## config.mk

```make
export PLATFORM = sky130hd
export DESIGN_NAME = mmcm_range_tracker
export DESIGN_NICKNAME = d
export VERILOG_FILES = /design/src/rtl/mmcm_range_pkg.sv /design/src/rtl/range_classifier.sv /design/src/rtl/mmcm_range_tracker.sv
export SDC_FILE = /design/constraint.sdc
export NUM_CORES = 1
export LEC_CHECK = 0
export CORE_ASPECT_RATIO = 0.6
export CORE_UTILIZATION = 60
export CTS_CLUSTER_DIAMETER = 100
export CTS_CLUSTER_SIZE = 20
export DETAILED_ROUTE_END_ITERATION = 12
export GPL_TIMING_DRIVEN = 0
export PLACE_DENSITY = 0.8
export SLEW_MARGIN = 20
export SYNTH_ARGS = -nofsm -noshare
export SYNTH_HDL_FRONTEND = slang
export SYNTH_SLANG_ARGS = --single-unit
```

## constraint.sdc

```tcl
create_clock -name clkin -period 4.6 [get_ports clkin]
set_input_delay 0.92 -clock clkin [delete_from_list [all_inputs] [get_ports clkin]]
set_output_delay 0.92 -clock clkin [all_outputs]
set_load 0.1 [all_outputs]
```

## src/rtl/mmcm_range_pkg.sv

```systemverilog
// rtl/mmcm_range_pkg.sv - shared types and helpers for the MMCM range tracker
package mmcm_range_pkg;

  typedef enum logic [2:0] {
    S_ACQUIRE,
    S_SET,
    S_STEP,
    S_WAIT_RDY,
    S_LOCKED,
    S_FAIL
  } state_t;

  localparam int MAX_W      = 32;
  localparam int MAX_RANGES = 8;

  // Gray to binary over a fixed 32-bit container; callers zero-extend and truncate.
  function automatic logic [MAX_W-1:0] gray2bin(input logic [MAX_W-1:0] g);
    logic [MAX_W-1:0] b;
    b[MAX_W-1] = g[MAX_W-1];
    for (int i = MAX_W - 2; i >= 0; i--) begin
      b[i] = b[i+1] ^ g[i];
    end
    return b;
  endfunction

  // Extract threshold slice idx of width cnt_w from a zero-extended packed vector.
  function automatic logic [MAX_W-1:0] thresh_at(input logic [MAX_RANGES*MAX_W-1:0] vec,
                                                 input int cnt_w, input int idx);
    logic [MAX_RANGES*MAX_W-1:0] sh;
    logic [MAX_W-1:0]            mask;
    sh   = vec >> (idx * cnt_w);
    mask = (cnt_w >= MAX_W) ? '1 : ((32'd1 << cnt_w) - 32'd1);
    return sh[MAX_W-1:0] & mask;
  endfunction

endpackage

```

## src/rtl/range_classifier.sv

```systemverilog
// rtl/range_classifier.sv - band compare of window delta plus stability filter
module range_classifier
  import mmcm_range_pkg::*;
#(
  parameter int NUM_RANGES     = 5,
  parameter int CNT_W          = 12,
  parameter logic [(NUM_RANGES-1)*CNT_W-1:0] THRESH = {12'd330, 12'd155, 12'd70, 12'd35},
  parameter int STABLE_WINDOWS = 3,
  localparam int BAND_W        = $clog2(NUM_RANGES)
) (
  input  logic              clk,
  input  logic              reset_n,
  input  logic              eval,
  input  logic [CNT_W-1:0]  delta,
  output logic [BAND_W-1:0] band,
  output logic              qualified,
  output logic              done
);

  localparam int SW = $clog2(STABLE_WINDOWS + 1);
  localparam logic [MAX_RANGES*MAX_W-1:0] THR_EXT =
    {{(MAX_RANGES*MAX_W - (NUM_RANGES-1)*CNT_W){1'b0}}, THRESH};

  logic [BAND_W-1:0] band_c;
  logic [SW-1:0]     stable_cnt;

  // Band is the number of thresholds strictly exceeded; equality stays in the lower band.
  always_comb begin
    band_c = '0;
    for (int i = 0; i < NUM_RANGES - 1; i++) begin
      if (32'(delta) > thresh_at(THR_EXT, CNT_W, i)) begin
        band_c = band_c + BAND_W'(1);
      end
    end
  end

  // Register the band one cycle after the snapshot and track how long it has held.
  always_ff @(posedge clk) begin
    if (!reset_n) begin
      band       <= '0;
      stable_cnt <= '0;
      done       <= 1'b0;
    end else begin
      done <= eval;
      if (eval) begin
        band <= band_c;
        if (band_c == band) begin
          if (stable_cnt != SW'(STABLE_WINDOWS)) begin
            stable_cnt <= stable_cnt + SW'(1);
          end
        end else begin
          stable_cnt <= SW'(1);
        end
      end
    end
  end

  assign qualified = (stable_cnt == SW'(STABLE_WINDOWS));

endmodule

```

## src/rtl/mmcm_range_tracker.sv

```systemverilog
// rtl/mmcm_range_tracker.sv - DCO rate band tracker driving the MMCM DRP step handshake
module mmcm_range_tracker
  import mmcm_range_pkg::*;
#(
  parameter int NUM_RANGES     = 5,
  parameter int MODE_W         = 3,
  parameter int MODE_BASE      = 1,
  parameter int CNT_W          = 12,
  parameter int GATE_CYCLES    = 1024,
  parameter logic [(NUM_RANGES-1)*CNT_W-1:0] THRESH = {12'd330, 12'd155, 12'd70, 12'd35},
  parameter int STABLE_WINDOWS = 3,
  parameter int RDY_TIMEOUT    = 65535,
  parameter int MAX_RETRY      = 3,
  parameter bit CONTINUOUS     = 1'b1
) (
  input  logic              clkin,
  input  logic              reset_n,
  input  logic              dut_sync_rdy,
  input  logic [CNT_W-1:0]  dco_cnt_gray,
  input  logic              srdy,
  output logic [MODE_W-1:0] freq_mode,
  output logic              drp_start,
  output logic              count_done,
  output logic              locked,
  output logic              band_chg,
  output logic              err
);

  localparam int GATE_W = $clog2(GATE_CYCLES);
  localparam int TO_W   = $clog2(RDY_TIMEOUT + 1);
  localparam int RTY_W  = $clog2(MAX_RETRY + 1);
  localparam int BAND_W = $clog2(NUM_RANGES);

  state_t              state, state_nx;
  logic [CNT_W-1:0]    dco_bin, snap_cur, snap_last, delta;
  logic [GATE_W-1:0]   gate_cnt;
  logic                prev_vld, snap_vld, meas_run, gate_tc;
  logic [BAND_W-1:0]   band;
  logic                qualified, qual_evt, set_mode, to_hit;
  logic [MODE_W-1:0]   cand;
  logic [TO_W-1:0]     to_cnt;
  logic [RTY_W-1:0]    retry;

  assign dco_bin  = CNT_W'(gray2bin(32'(dco_cnt_gray)));
  assign meas_run = dut_sync_rdy && !(!CONTINUOUS && state == S_LOCKED);
  assign gate_tc  = (gate_cnt == GATE_W'(GATE_CYCLES - 1));
  assign delta    = snap_cur - snap_last;

  // Gate counter and snapshot pair; the first snapshot after enabling only primes.
  always_ff @(posedge clkin) begin
    if (!reset_n) begin
      gate_cnt  <= '0;
      snap_cur  <= '0;
      snap_last <= '0;
      prev_vld  <= 1'b0;
      snap_vld  <= 1'b0;
    end else begin
      snap_vld <= 1'b0;
      if (!meas_run) begin
        gate_cnt <= '0;
        prev_vld <= 1'b0;
      end else if (gate_tc) begin
        gate_cnt  <= '0;
        snap_cur  <= dco_bin;
        snap_last <= snap_cur;
        snap_vld  <= prev_vld;
        prev_vld  <= 1'b1;
      end else begin
        gate_cnt <= gate_cnt + GATE_W'(1);
      end
    end
  end

  range_classifier #(
    .NUM_RANGES     (NUM_RANGES),
    .CNT_W          (CNT_W),
    .THRESH         (THRESH),
    .STABLE_WINDOWS (STABLE_WINDOWS)
  ) u_classifier (
    .clk       (clkin),
    .reset_n   (reset_n),
    .eval      (snap_vld),
    .delta     (delta),
    .band      (band),
    .qualified (qualified),
    .done      (count_done)
  );

  assign qual_evt = count_done && qualified;
  assign cand     = MODE_W'(MODE_BASE) + MODE_W'(band);
  assign to_hit   = (to_cnt == TO_W'(RDY_TIMEOUT - 1));

  // Next-state and Moore/Mealy outputs of the step/lock handshake.
  always_comb begin
    state_nx  = state;
    drp_start = 1'b0;
    band_chg  = 1'b0;
    locked    = 1'b0;
    err       = 1'b0;
    set_mode  = 1'b0;
    case (state)
      S_ACQUIRE: begin
        if (qual_evt) begin
          set_mode = 1'b1;
          state_nx = S_SET;
        end
      end
      S_SET:  state_nx = S_STEP;
      S_STEP: begin
        drp_start = 1'b1;
        state_nx  = S_WAIT_RDY;
      end
      S_WAIT_RDY: begin
        if (srdy) begin
          state_nx = S_LOCKED;
        end else if (to_hit) begin
          state_nx = (retry < RTY_W'(MAX_RETRY)) ? S_STEP : S_FAIL;
        end
      end
      S_LOCKED: begin
        locked = 1'b1;
        if (CONTINUOUS && qual_evt && cand != freq_mode) begin
          band_chg = 1'b1;
          locked   = 1'b0;
          set_mode = 1'b1;
          state_nx = S_SET;
        end
      end
      S_FAIL:  err = 1'b1;
      default: state_nx = S_ACQUIRE;
    endcase
  end

  // State, mode register, srdy timeout and retry bookkeeping.
  always_ff @(posedge clkin) begin
    if (!reset_n) begin
      state     <= S_ACQUIRE;
      freq_mode <= MODE_W'(MODE_BASE);
      to_cnt    <= '0;
      retry     <= '0;
    end else begin
      state <= state_nx;
      if (set_mode) begin
        freq_mode <= cand;
      end
      case (state)
        S_STEP: to_cnt <= '0;
        S_WAIT_RDY: begin
          to_cnt <= to_cnt + TO_W'(1);
          if (srdy) begin
            retry <= '0;
          end else if (to_hit && retry < RTY_W'(MAX_RETRY)) begin
            retry <= retry + RTY_W'(1);
          end
        end
        default: ;
      endcase
    end
  end

endmodule

```

==> results of run 1 <==
==> worst min path at each step <==
stage                                    from                   endpoint  slack [ns]
finish              snap_last[2]$_SDFFE_PN0P_  snap_last[2]$_SDFFE_PN0P_        0.46
global route        snap_last[1]$_SDFFE_PN0P_  snap_last[1]$_SDFFE_PN0P_        0.49
CTS                 snap_last[2]$_SDFFE_PN0P_  snap_last[2]$_SDFFE_PN0P_        0.46
detailed placement  snap_last[2]$_SDFFE_PN0P_  snap_last[2]$_SDFFE_PN0P_        0.45
global placement    snap_last[5]$_SDFFE_PN0P_  snap_last[5]$_SDFFE_PN0P_        0.44
floorplan              gate_cnt[0]$_SDFF_PP0_     gate_cnt[0]$_SDFF_PP0_        0.43
==> stage by stage <==
stage,hold slack [ns],cells,instance area (µm²)
floorplan,0.430,487,3870
global placement,0.442,594,4200
detailed placement,0.449,594,4200
CTS,0.459,618,4520
global route,0.487,622,4680
finish,0.460,622,4680
==> registers in the layout, indices dropped and copies added (netlist names) <==
| signal | flops |
|---|---|
| to_cnt | 16 |
| snap_cur | 12 |
| snap_last | 12 |
| gate_cnt | 10 |
| freq_mode | 3 |
| state | 3 |
| u_classifier.band | 3 |
| retry | 2 |
| u_classifier.stable_cnt | 2 |
| prev_vld | 1 |
| snap_vld | 1 |
| u_classifier.done | 1 |
==> metal layers <==
metal / GRT usage / vias to the layer above / share of wire
met5: 0 / - / 0
met4: 0.0799 / 0 / 0.014
met3: 0.0908 / 18 / 0.073
met2: 0.405 / 124 / 0.42
met1: 0.407 / 1656 / 0.49
li1: - / 1769 / -
==> cell usage after synthesis (8+ instances only) <==
cell type	n	area (µm²)
sky130_fd_sc_hd__ha_1	20	250
sky130_fd_sc_hd__nor2_1	63	236
sky130_fd_sc_hd__dfxtp_1	66	1320
sky130_fd_sc_hd__and2_1	8	50.1
sky130_fd_sc_hd__nand2_1	56	210
sky130_fd_sc_hd__inv_1	23	86.3
sky130_fd_sc_hd__nand3_1	18	90.1
sky130_fd_sc_hd__nor2b_1	8	50.1
sky130_fd_sc_hd__o21ai_0	15	75.1
sky130_fd_sc_hd__a211oi_1	15	113
sky130_fd_sc_hd__xor2_1	16	140
sky130_fd_sc_hd__nor3_1	14	70.1
sky130_fd_sc_hd__a21oi_1	43	215
sky130_fd_sc_hd__xnor2_1	24	210
sky130_fd_sc_hd__clkbuf_1	20	75.1
==> cell families after synthesis <==
kind of cell,Yosys count,synth area share
simple gates,200,0.242
mux,6,0.0162
compound gates,106,0.182
flops,66,0.342
fa+ha+maj,21,0.0699
xor+xnor,43,0.103
buf+inv,45,0.0450
==> what timing repair did <==
item	4_1_cts	5_1_grt
cloned	0	0
setup buffers	9	5
resized for setup	1	29
setup endpoints to repair	2	2
pin swaps	0	12
==> area by class of cell <==
class | instances | area [µm²]
Inverter | 23 | 86.3
Tap cell | 84 | 105
Sequential cell | 66 | 1330
Buffer | 20 | 82.6
Multi-Input combinational cell | 376 | 2500
Clock buffer | 10 | 138
Timing Repair Buffer | 37 | 335
Clock inverter | 6 | 113
Fill cell | 473 | 1480
==> power groups by stage <==
stage          clock, W  sequential, W  combinational (W)
6_report       0.000613       0.000598           0.000238
4_1_cts        0.000617       0.000598           0.000233
3_3_place_gp          0       0.000609           0.000228
3_5_place_dp          0       0.000611           0.000231
2_1_floorplan         0       0.000606           0.000171
5_1_grt        0.000642       0.000599           0.000258
==> worst max-delay path, cell delays in order (launching register included) <==
cell                        delay, ns
sky130_fd_sc_hd__dfxtp_4         0.36
sky130_fd_sc_hd__inv_2           0.07
sky130_fd_sc_hd__ha_4            0.12
sky130_fd_sc_hd__inv_1           0.05
sky130_fd_sc_hd__fa_2            0.36
sky130_fd_sc_hd__a21o_1          0.24
sky130_fd_sc_hd__a31oi_1         0.14
sky130_fd_sc_hd__o21ai_1         0.10
sky130_fd_sc_hd__mux2i_2         0.18
sky130_fd_sc_hd__buf_4           0.14
sky130_fd_sc_hd__buf_4           0.12
sky130_fd_sc_hd__buf_4           0.12
sky130_fd_sc_hd__buf_4           0.13
sky130_fd_sc_hd__buf_4           0.12
sky130_fd_sc_hd__buf_4           0.13
sky130_fd_sc_hd__buf_4           0.12
sky130_fd_sc_hd__buf_4           0.12
sky130_fd_sc_hd__buf_4           0.13
sky130_fd_sc_hd__o2111ai_4       0.09
sky130_fd_sc_hd__xor2_1          0.19
sky130_fd_sc_hd__ha_2            0.23
sky130_fd_sc_hd__xnor2_2         0.12
sky130_fd_sc_hd__mux2_4          0.33
sky130_fd_sc_hd__nor2_4          0.13
sky130_fd_sc_hd__a21oi_4         0.06
sky130_fd_sc_hd__a2111oi_4       0.38
sky130_fd_sc_hd__nor3_2          0.07
==> impl_table.tex, run 1 <==
\begin{tabular}{lr}
\hline
Metric & Value \\
\hline
\multicolumn{2}{l}{\textbf{Run status}} \\
\quad Run status & complete, no violations \\
\multicolumn{2}{l}{\textbf{STA}} \\
\quad Timing-limited maximum frequency & 224 MHz \\
\quad Shortest period the worst path allows & 4.46 ns \\
\quad Worst setup slack after layout & 0.142 ns \\
\quad Final hold violations & 0 \\
\quad Max Clock Skew & 0.00492 ns \\
\quad Fin Setup TNS & 0 ns \\
\quad Number of max-slew violations in the final report & 0 \\
\quad Share of the cycle needed by the critical path after routing & 0.969 \\
\quad Max-slew headroom & 0.344 \\
\quad Worst Max-Slew Pin Slew & 0.981 ns \\
\quad Final count of negative-setup-slack endpoints & 0 \\
\multicolumn{2}{l}{\textbf{Synthesis}} \\
\quad Total of warnings raised by yosys & 0 \\
\quad Flops \& latches, synth & 66 \\
\quad Fraction of registers with async set/reset & 0 \\
\quad Portion of the post-synthesis area used by sequential elements & 0.342 \\
\quad Synthesized instance count & 487 \\
\quad Main flop type after synthesis & sky130\_fd\_sc\_hd\_\_dfxtp\_1 \\
\quad Post-synthesis area per instance & 7.94 µm² \\
\quad Number of enable-type register cells in the synthesized netlist & 0 \\
\quad Syn Std Cell Area & 0.00387 mm² \\
\quad Number of distinct library cell variants in the gate-level netlist after synthesis & 50 \\
\quad Syn\_nets & 524 \\
\multicolumn{2}{l}{\textbf{Final layout}} \\
\quad Top library cells by usage in the layout, fill and taps aside & 64 x sky130\_fd\_sc\_hd\_\_dfxtp\_1, 62 x sky130\_fd\_sc\_hd\_\_nor2\_1, 56 x sky130\_fd\_sc\_hd\_\_nand2\_1, 42 x sky130\_fd\_sc\_hd\_\_a21oi\_1, 23 x sky130\_fd\_sc\_hd\_\_clkdlybuf4s50\_1 \\
\quad Most frequent standard cell in the layout excluding fill and tap cells & sky130\_fd\_sc\_hd\_\_dfxtp\_1 \\
\quad Layout cells sized above 1 & 0.128 \\
\quad Post-route core utilization & 0.760 \\
\quad Number of inserted diodes & 0 \\
\quad Area overhead of the layout relative to synthesis & 21.2\% \\
\quad Final net count & 570 \\
\multicolumn{2}{l}{\textbf{Clock tree}} \\
\quad Maximum level of the CTS H-tree & 3 \\
\quad Post-CTS Hold Fix Bufs & 0 \\
\quad Buffer depth of the longest clock path & 2 \\
\quad Buffer type at the clock tree root & sky130\_fd\_sc\_hd\_\_clkbuf\_8 \\
\quad TritonCTS Sinks & 66 \\
\quad Clock insertion delay at the later pin of the skew report & 0.36 ns \\
\quad Clock slew at the register clock pins of the worst setup and hold paths & 0.07 ns \\
\quad TritonCTS clock tree & done \\
\quad Num CTS Buffers & 9 \\
\multicolumn{2}{l}{\textbf{Floorplan}} \\
\quad Placement Rows & 22 \\
\quad Core box area & 0.00617 mm² \\
\quad Die span in x & 106 µm \\
\quad Die Outline Area & 0.00678 mm² \\
\quad Number of primary I/O pins & 24 \\
\quad Die Y & 64.2 µm \\
\quad Initial Utilization & 0.627 \\
\multicolumn{2}{l}{\textbf{Global routing}} \\
\quad Via count of the first global-routing pass & 3125 \\
\quad Number of antenna violations at the first check in global routing & 0 \\
\quad Global-route wire length before repair & 14900 µm \\
\quad Aggregate global routing overflow & 0 \\
\quad Total global-route track usage & 0.284 \\
\quad Pin count of the biggest net entering global routing & 13 \\
\multicolumn{2}{l}{\textbf{Critical path}} \\
\quad Reg-to-reg slack, setup & 0.14 ns \\
\quad R2r worst-path depth & 26 \\
\quad First element of the critical path & snap\_cur[0]\$\_SDFFE\_PN0P\_ \\
\quad CP Capture Point & u\_classifier.stable\_cnt[0]\$\_SDFFE\_PN0P\_ \\
\quad Crit path max fanout & 6 \\
\quad Worst reg2reg endpoint & u\_classifier.stable\_cnt[0]\$\_SDFFE\_PN0P\_ \\
\quad Kind of start point of the critical path & flop \\
\quad Type of the worst setup path & reg -> reg \\
\quad Reg-to-Reg Start & snap\_cur[0]\$\_SDFFE\_PN0P\_ \\
\quad Data required time at the worst endpoint & 4.84 ns \\
\quad Crit path DAT & 4.70 ns \\
\quad Kind of end point of the critical path & flop \\
\multicolumn{2}{l}{\textbf{Drt}} \\
\quad DRC viols & 0 \\
\quad DRC marker count from the first detailed-route iteration & 295 \\
\quad DR vias/cell & 5.73 \\
\quad Iteration count of the initial detailed-routing pass & 5 \\
\quad Average routed wire per standard cell & 15.0 µm \\
\quad Routed vias & 3567 \\
\quad Antenna-violating nets left & 0 \\
\quad Total wire length & 9330 µm \\
\multicolumn{2}{l}{\textbf{Hold path}} \\
\quad Worst Hold Path Cells & 2 \\
\quad Classification of the worst-slack hold path & reg -> reg \\
\multicolumn{2}{l}{\textbf{Power and ir drop}} \\
\quad Leakage power of the design & 1.72 nW \\
\quad Comb power frac & 0.164 \\
\quad P\_sw & 0.000415 W \\
\quad Total power of the final layout & 0.00145 W \\
\quad Internal power component & 0.00103 W \\
\quad Sw Share & 0.287 \\
\quad Relative contribution of the clock network to total power & 0.423 \\
\quad Worst voltage drop across the vdd grid & 0.000235 V \\
\quad Share of power burned in registers & 0.412 \\
\quad P per Cell Area & 309 mW/mm² \\
\multicolumn{2}{l}{\textbf{Placed design}} \\
\quad Setup slack after placement & -0.118 ns \\
\quad HPWL after DPL & 6500 µm \\
\quad Port Buf Inserts & 23 \\
\quad Gp weighted congestion & 0.858 \\
\multicolumn{2}{l}{\textbf{Flow run}} \\
\quad Count of maximum capacitance violations & 0 \\
\hline
\end{tabular}
Note: power is estimated with default switching activity, not from simulation.
==> run 2, diff against run 1 <==
- CORE_ASPECT_RATIO: 0.6 -> 1.2
- RECOVER_POWER: unset -> 25
==> impl_table.tex, run 2 (synthesis results as in run 1) <==
\begin{tabular}{lr}
\hline
Metric & Value \\
\hline
\multicolumn{2}{l}{\textbf{STA}} \\
\quad Fin Setup TNS & 0 ns (unchanged) \\
\quad Number of max-slew violations in the final report & 0 (unchanged) \\
\quad Final count of negative-setup-slack endpoints & 0 (unchanged) \\
\quad RSZ-0062 raised after global routing & false \\
\quad Worst setup slack after layout & 0.227 ns (+0.0853 ns) \\
\quad Max-slew headroom & 0.344 (-0.000356) \\
\quad Timing-limited maximum frequency & 229 MHz (+2.0\%) \\
\quad Share of the cycle needed by the critical path after routing & 0.951 (-0.0185) \\
\quad Max Clock Skew & 0.00776 ns (+0.00284 ns) \\
\quad Worst Max-Slew Pin Slew & 0.981 ns (+0.000532 ns) \\
\quad Final hold violations & 0 (unchanged) \\
\quad Shortest period the worst path allows & 4.37 ns (-0.0853 ns) \\
\multicolumn{2}{l}{\textbf{Final layout}} \\
\quad Area overhead of the layout relative to synthesis & 18.1\% \\
\quad Most frequent standard cell in the layout excluding fill and tap cells & sky130\_fd\_sc\_hd\_\_dfxtp\_1 \\
\quad Post-route core utilization & 0.745 (-0.0149) \\
\quad Leading registers by flop count & to\_cnt: 16 flops, snap\_cur: 12 flops, snap\_last: 12 flops \\
\quad Post-route non-filler standard cell count & 615 (-1.1\%) \\
\quad Number of inserted diodes & 0 (unchanged) \\
\quad Top library cells by usage in the layout, fill and taps aside & 63 x sky130\_fd\_sc\_hd\_\_dfxtp\_1, 62 x sky130\_fd\_sc\_hd\_\_nor2\_1, 56 x sky130\_fd\_sc\_hd\_\_nand2\_1, 42 x sky130\_fd\_sc\_hd\_\_a21oi\_1 \\
\quad Register area & 0.00133 mm² (about the same) \\
\quad Biggest register & to\_cnt \\
\quad Layout cells sized above 1 & 0.116 (-0.0119) \\
\quad Layout filler cell count & 493 (+4.2\%) \\
\quad Area used by multi-input combinational logic & 0.00248 mm² (-0.60\%) \\
\quad Flip-flop count of the largest register after layout & 16 (unchanged) \\
\quad Final net count & 566 (-0.70\%) \\
\multicolumn{2}{l}{\textbf{Global routing}} \\
\quad Global-route wire length before repair & 14200 µm (-4.2\%) \\
\quad Pin count of the biggest net entering global routing & 11 (-2) \\
\quad Aggregate global routing overflow & 0 (unchanged) \\
\quad Number of antenna violations at the first check in global routing & 0 (unchanged) \\
\quad Total global-route track usage & 0.269 (-0.0150) \\
\quad Via count of the first global-routing pass & 3346 (+7.1\%) \\
\multicolumn{2}{l}{\textbf{Drt}} \\
\quad DRC viols & 0 (unchanged) \\
\quad Total wire length & 8400 µm (-10\%) \\
\quad Iteration count of the initial detailed-routing pass & 5 (unchanged) \\
\quad DRC marker count from the first detailed-route iteration & 133 (-55\%) \\
\quad Average routed wire per standard cell & 13.7 µm (-9.0\%) \\
\quad DR vias/cell & 5.62 (-2.0\%) \\
\quad Routed vias & 3457 (-3.1\%) \\
\quad Antenna-violating nets left & 0 (unchanged) \\
\multicolumn{2}{l}{\textbf{Critical path}} \\
\quad Type of the worst setup path & reg -> reg \\
\quad Crit path max fanout & 7 (+1) \\
\quad Kind of start point of the critical path & flop \\
\quad Kind of end point of the critical path & flop \\
\quad Worst reg2reg endpoint & u\_classifier.stable\_cnt[0]\$\_SDFFE\_PN0P\_ \\
\quad R2r worst-path depth & 20 (-23\%) \\
\quad Delay of the slowest cell on the worst path & 0.49 ns (+0.11 ns) \\
\quad Crit path DAT & 4.59 ns (-0.11 ns) \\
\quad Reg-to-Reg Start & snap\_last[6]\$\_SDFFE\_PN0P\_ \\
\quad Critical Path Slowest Stage Cell & sky130\_fd\_sc\_hd\_\_or4\_4 \\
\quad Critical path, cell by cell & inv\_1 -> ha\_1 -> buf\_2 -> a21o\_1 -> a31o\_2 -> a311oi\_2 -> mux2\_4 -> and2\_4 -> nand2\_1 -> or4\_4 -> inv\_1 -> ha\_4 -> xor2\_1 -> ha\_2 -> xnor2\_2 -> mux2\_4 -> nor2\_4 -> a21oi\_4 -> a2111oi\_4 -> nor3\_2 \\
\quad Data required time at the worst endpoint & 4.82 ns (-0.02 ns) \\
\quad Reg-to-reg slack, setup & 0.23 ns (+0.09 ns) \\
\multicolumn{2}{l}{\textbf{Power and ir drop}} \\
\quad P per Cell Area & 283 mW/mm² (-8.4\%) \\
\quad Worst voltage drop across the vdd grid & 0.000389 V (+65\%) \\
\quad Leakage power of the design & 1.67 nW (-2.9\%) \\
\quad Total power of the final layout & 0.00129 W (-11\%) \\
\multicolumn{2}{l}{\textbf{Clock tree}} \\
\quad Buffer depth of the longest clock path & 2 (unchanged) \\
\quad Post-CTS Hold Fix Bufs & 0 (unchanged) \\
\quad Clock insertion delay at the later pin of the skew report & 0.34 ns (-0.02 ns) \\
\quad Buffer type at the clock tree root & sky130\_fd\_sc\_hd\_\_clkbuf\_8 \\
\quad TritonCTS clock tree & done \\
\quad Clock slew at the register clock pins of the worst setup and hold paths & 0.07 ns (about the same) \\
\quad TritonCTS Sinks & 66 (unchanged) \\
\quad Maximum level of the CTS H-tree & 3 (unchanged) \\
\quad Num CTS Buffers & 9 (unchanged) \\
\multicolumn{2}{l}{\textbf{Placed design}} \\
\quad HPWL after DPL & 6100 µm (-6.2\%) \\
\quad Setup slack after placement & -0.141 ns (-0.0232 ns) \\
\quad Port Buf Inserts & 23 (unchanged) \\
\quad Gp weighted congestion & 0.854 (-0.47\%) \\
\quad Placed cells & 592 (-0.34\%) \\
\multicolumn{2}{l}{\textbf{Floorplan}} \\
\quad Placement Rows & 31 (+41\%) \\
\quad Die Outline Area & 0.00677 mm² (-0.13\%) \\
\quad Number of primary I/O pins & 24 (unchanged) \\
\quad Die Y & 89.9 µm (+40\%) \\
\quad Core box area & 0.00613 mm² (-0.61\%) \\
\quad Die span in x & 75.3 µm (-29\%) \\
\quad Initial Utilization & 0.631 (+0.00384) \\
\multicolumn{2}{l}{\textbf{Hold path}} \\
\quad Startpoint of the worst hold path & snap\_last[7]\$\_SDFFE\_PN0P\_ \\
\quad Classification of the worst-slack hold path & reg -> reg \\
\quad Hold EP & snap\_last[7]\$\_SDFFE\_PN0P\_ \\
\quad Worst Hold Path Cells & 2 (unchanged) \\
\multicolumn{2}{l}{\textbf{Run status}} \\
\quad Run status & complete, no violations \\
\multicolumn{2}{l}{\textbf{Flow run}} \\
\quad Count of maximum capacitance violations & 0 (unchanged) \\
\hline
\end{tabular}
-- run 2: changes by cell type in the layout (fill, tap and decap cells not counted), sizes merged --
| cell | previous run | this run |
|---|---|---|
| buf | 15 | 11 |
| bufinv | 3 | 1 |
| clkbuf | 29 | 31 |
| clkdlybuf4s50 | 23 | 22 |
| dlygate4sd3 | 0 | 1 |
| inv | 24 | 23 |
-- run 2: area by class of cell --
cell class,instances,area share
clock buffers,12,0.0318
well taps,82,0.0225
plain buffers,21,0.0184
clock inverters,3,0.00877
inverters,23,0.0189
flip-flops and latches,66,0.290
repair buffers,32,0.0652
multi-input cells,376,0.544
-- run 2: what timing repair did --
item / 4_1_cts / 5_1_grt
setup buffers: 9 / 1
hold endpoints to repair: 0 / 0
resized for setup: 2 / 26
endpoints found under the setup margin: 2 / 2
pin swaps: 0 / 14
-- run 2: metrics by stage --
stage,hold slack (ns),area (µm²)
floorplan,0.430,3870
global placement,0.442,4200
detailed placement,0.449,4200
CTS,0.458,4460
global route,0.468,4560
finish,0.456,4560
-- run 2: worst max-delay path by stage --
| stage | from | depth (start not counted) | end | slack [ns] |
|---|---|---|---|---|
| after floorplan | snap_cur[0]$_SDFFE_PN0P_ | 22 | u_classifier.stable_cnt[0]$_SDFFE_PN0P_ | 0.33 |
| after global placement | snap_cur[0]$_SDFFE_PN0P_ | 22 | u_classifier.stable_cnt[1]$_SDFFE_PN0P_ | -0.02 |
| after detailed placement | snap_cur[0]$_SDFFE_PN0P_ | 22 | u_classifier.stable_cnt[1]$_SDFFE_PN0P_ | -0.14 |
| after CTS | snap_cur[0]$_SDFFE_PN0P_ | 21 | u_classifier.stable_cnt[0]$_SDFFE_PN0P_ | 0.03 |
| after global routing | snap_last[6]$_SDFFE_PN0P_ | 20 | u_classifier.stable_cnt[0]$_SDFFE_PN0P_ | 0.05 |
| final | snap_last[6]$_SDFFE_PN0P_ | 20 | u_classifier.stable_cnt[0]$_SDFFE_PN0P_ | 0.23 |
-- run 2: worst max-delay path, delay by kind of cell, from the launching register on --
family                     cells  cell delay (ns)
AOI/OAI and AO/OA              5             1.10
and+or+nand+nor                5             0.87
adders and majority gates      3             0.72
muxes                          2             0.57
DFF                            1             0.33
buffers and inverters          3             0.33
xor gates and xnor gates       2             0.33
-- run 2: layer usage --
layer / global-route usage / share of wire / vias up / wire length, µm
li1: - / - / 1766 / -
met2: 0.461 / 0.50 / 75 / 4210
met4: 0.0895 / 0.010 / 0 / 84
met3: 0.0583 / 0.044 / 10 / 370
met1: 0.324 / 0.44 / 1606 / 3730
met5: 0 / 0 / - / 0
-- run 2: power breakdown --
group / switching (W) / internal, W / total, W
Combinational: 0.000155 / 0.0000769 / 0.000232
Clock: 0.000204 / 0.000261 / 0.000465
Sequential: 0.0000157 / 0.000582 / 0.000597
Total: 0.000374 / 0.000919 / 0.00129
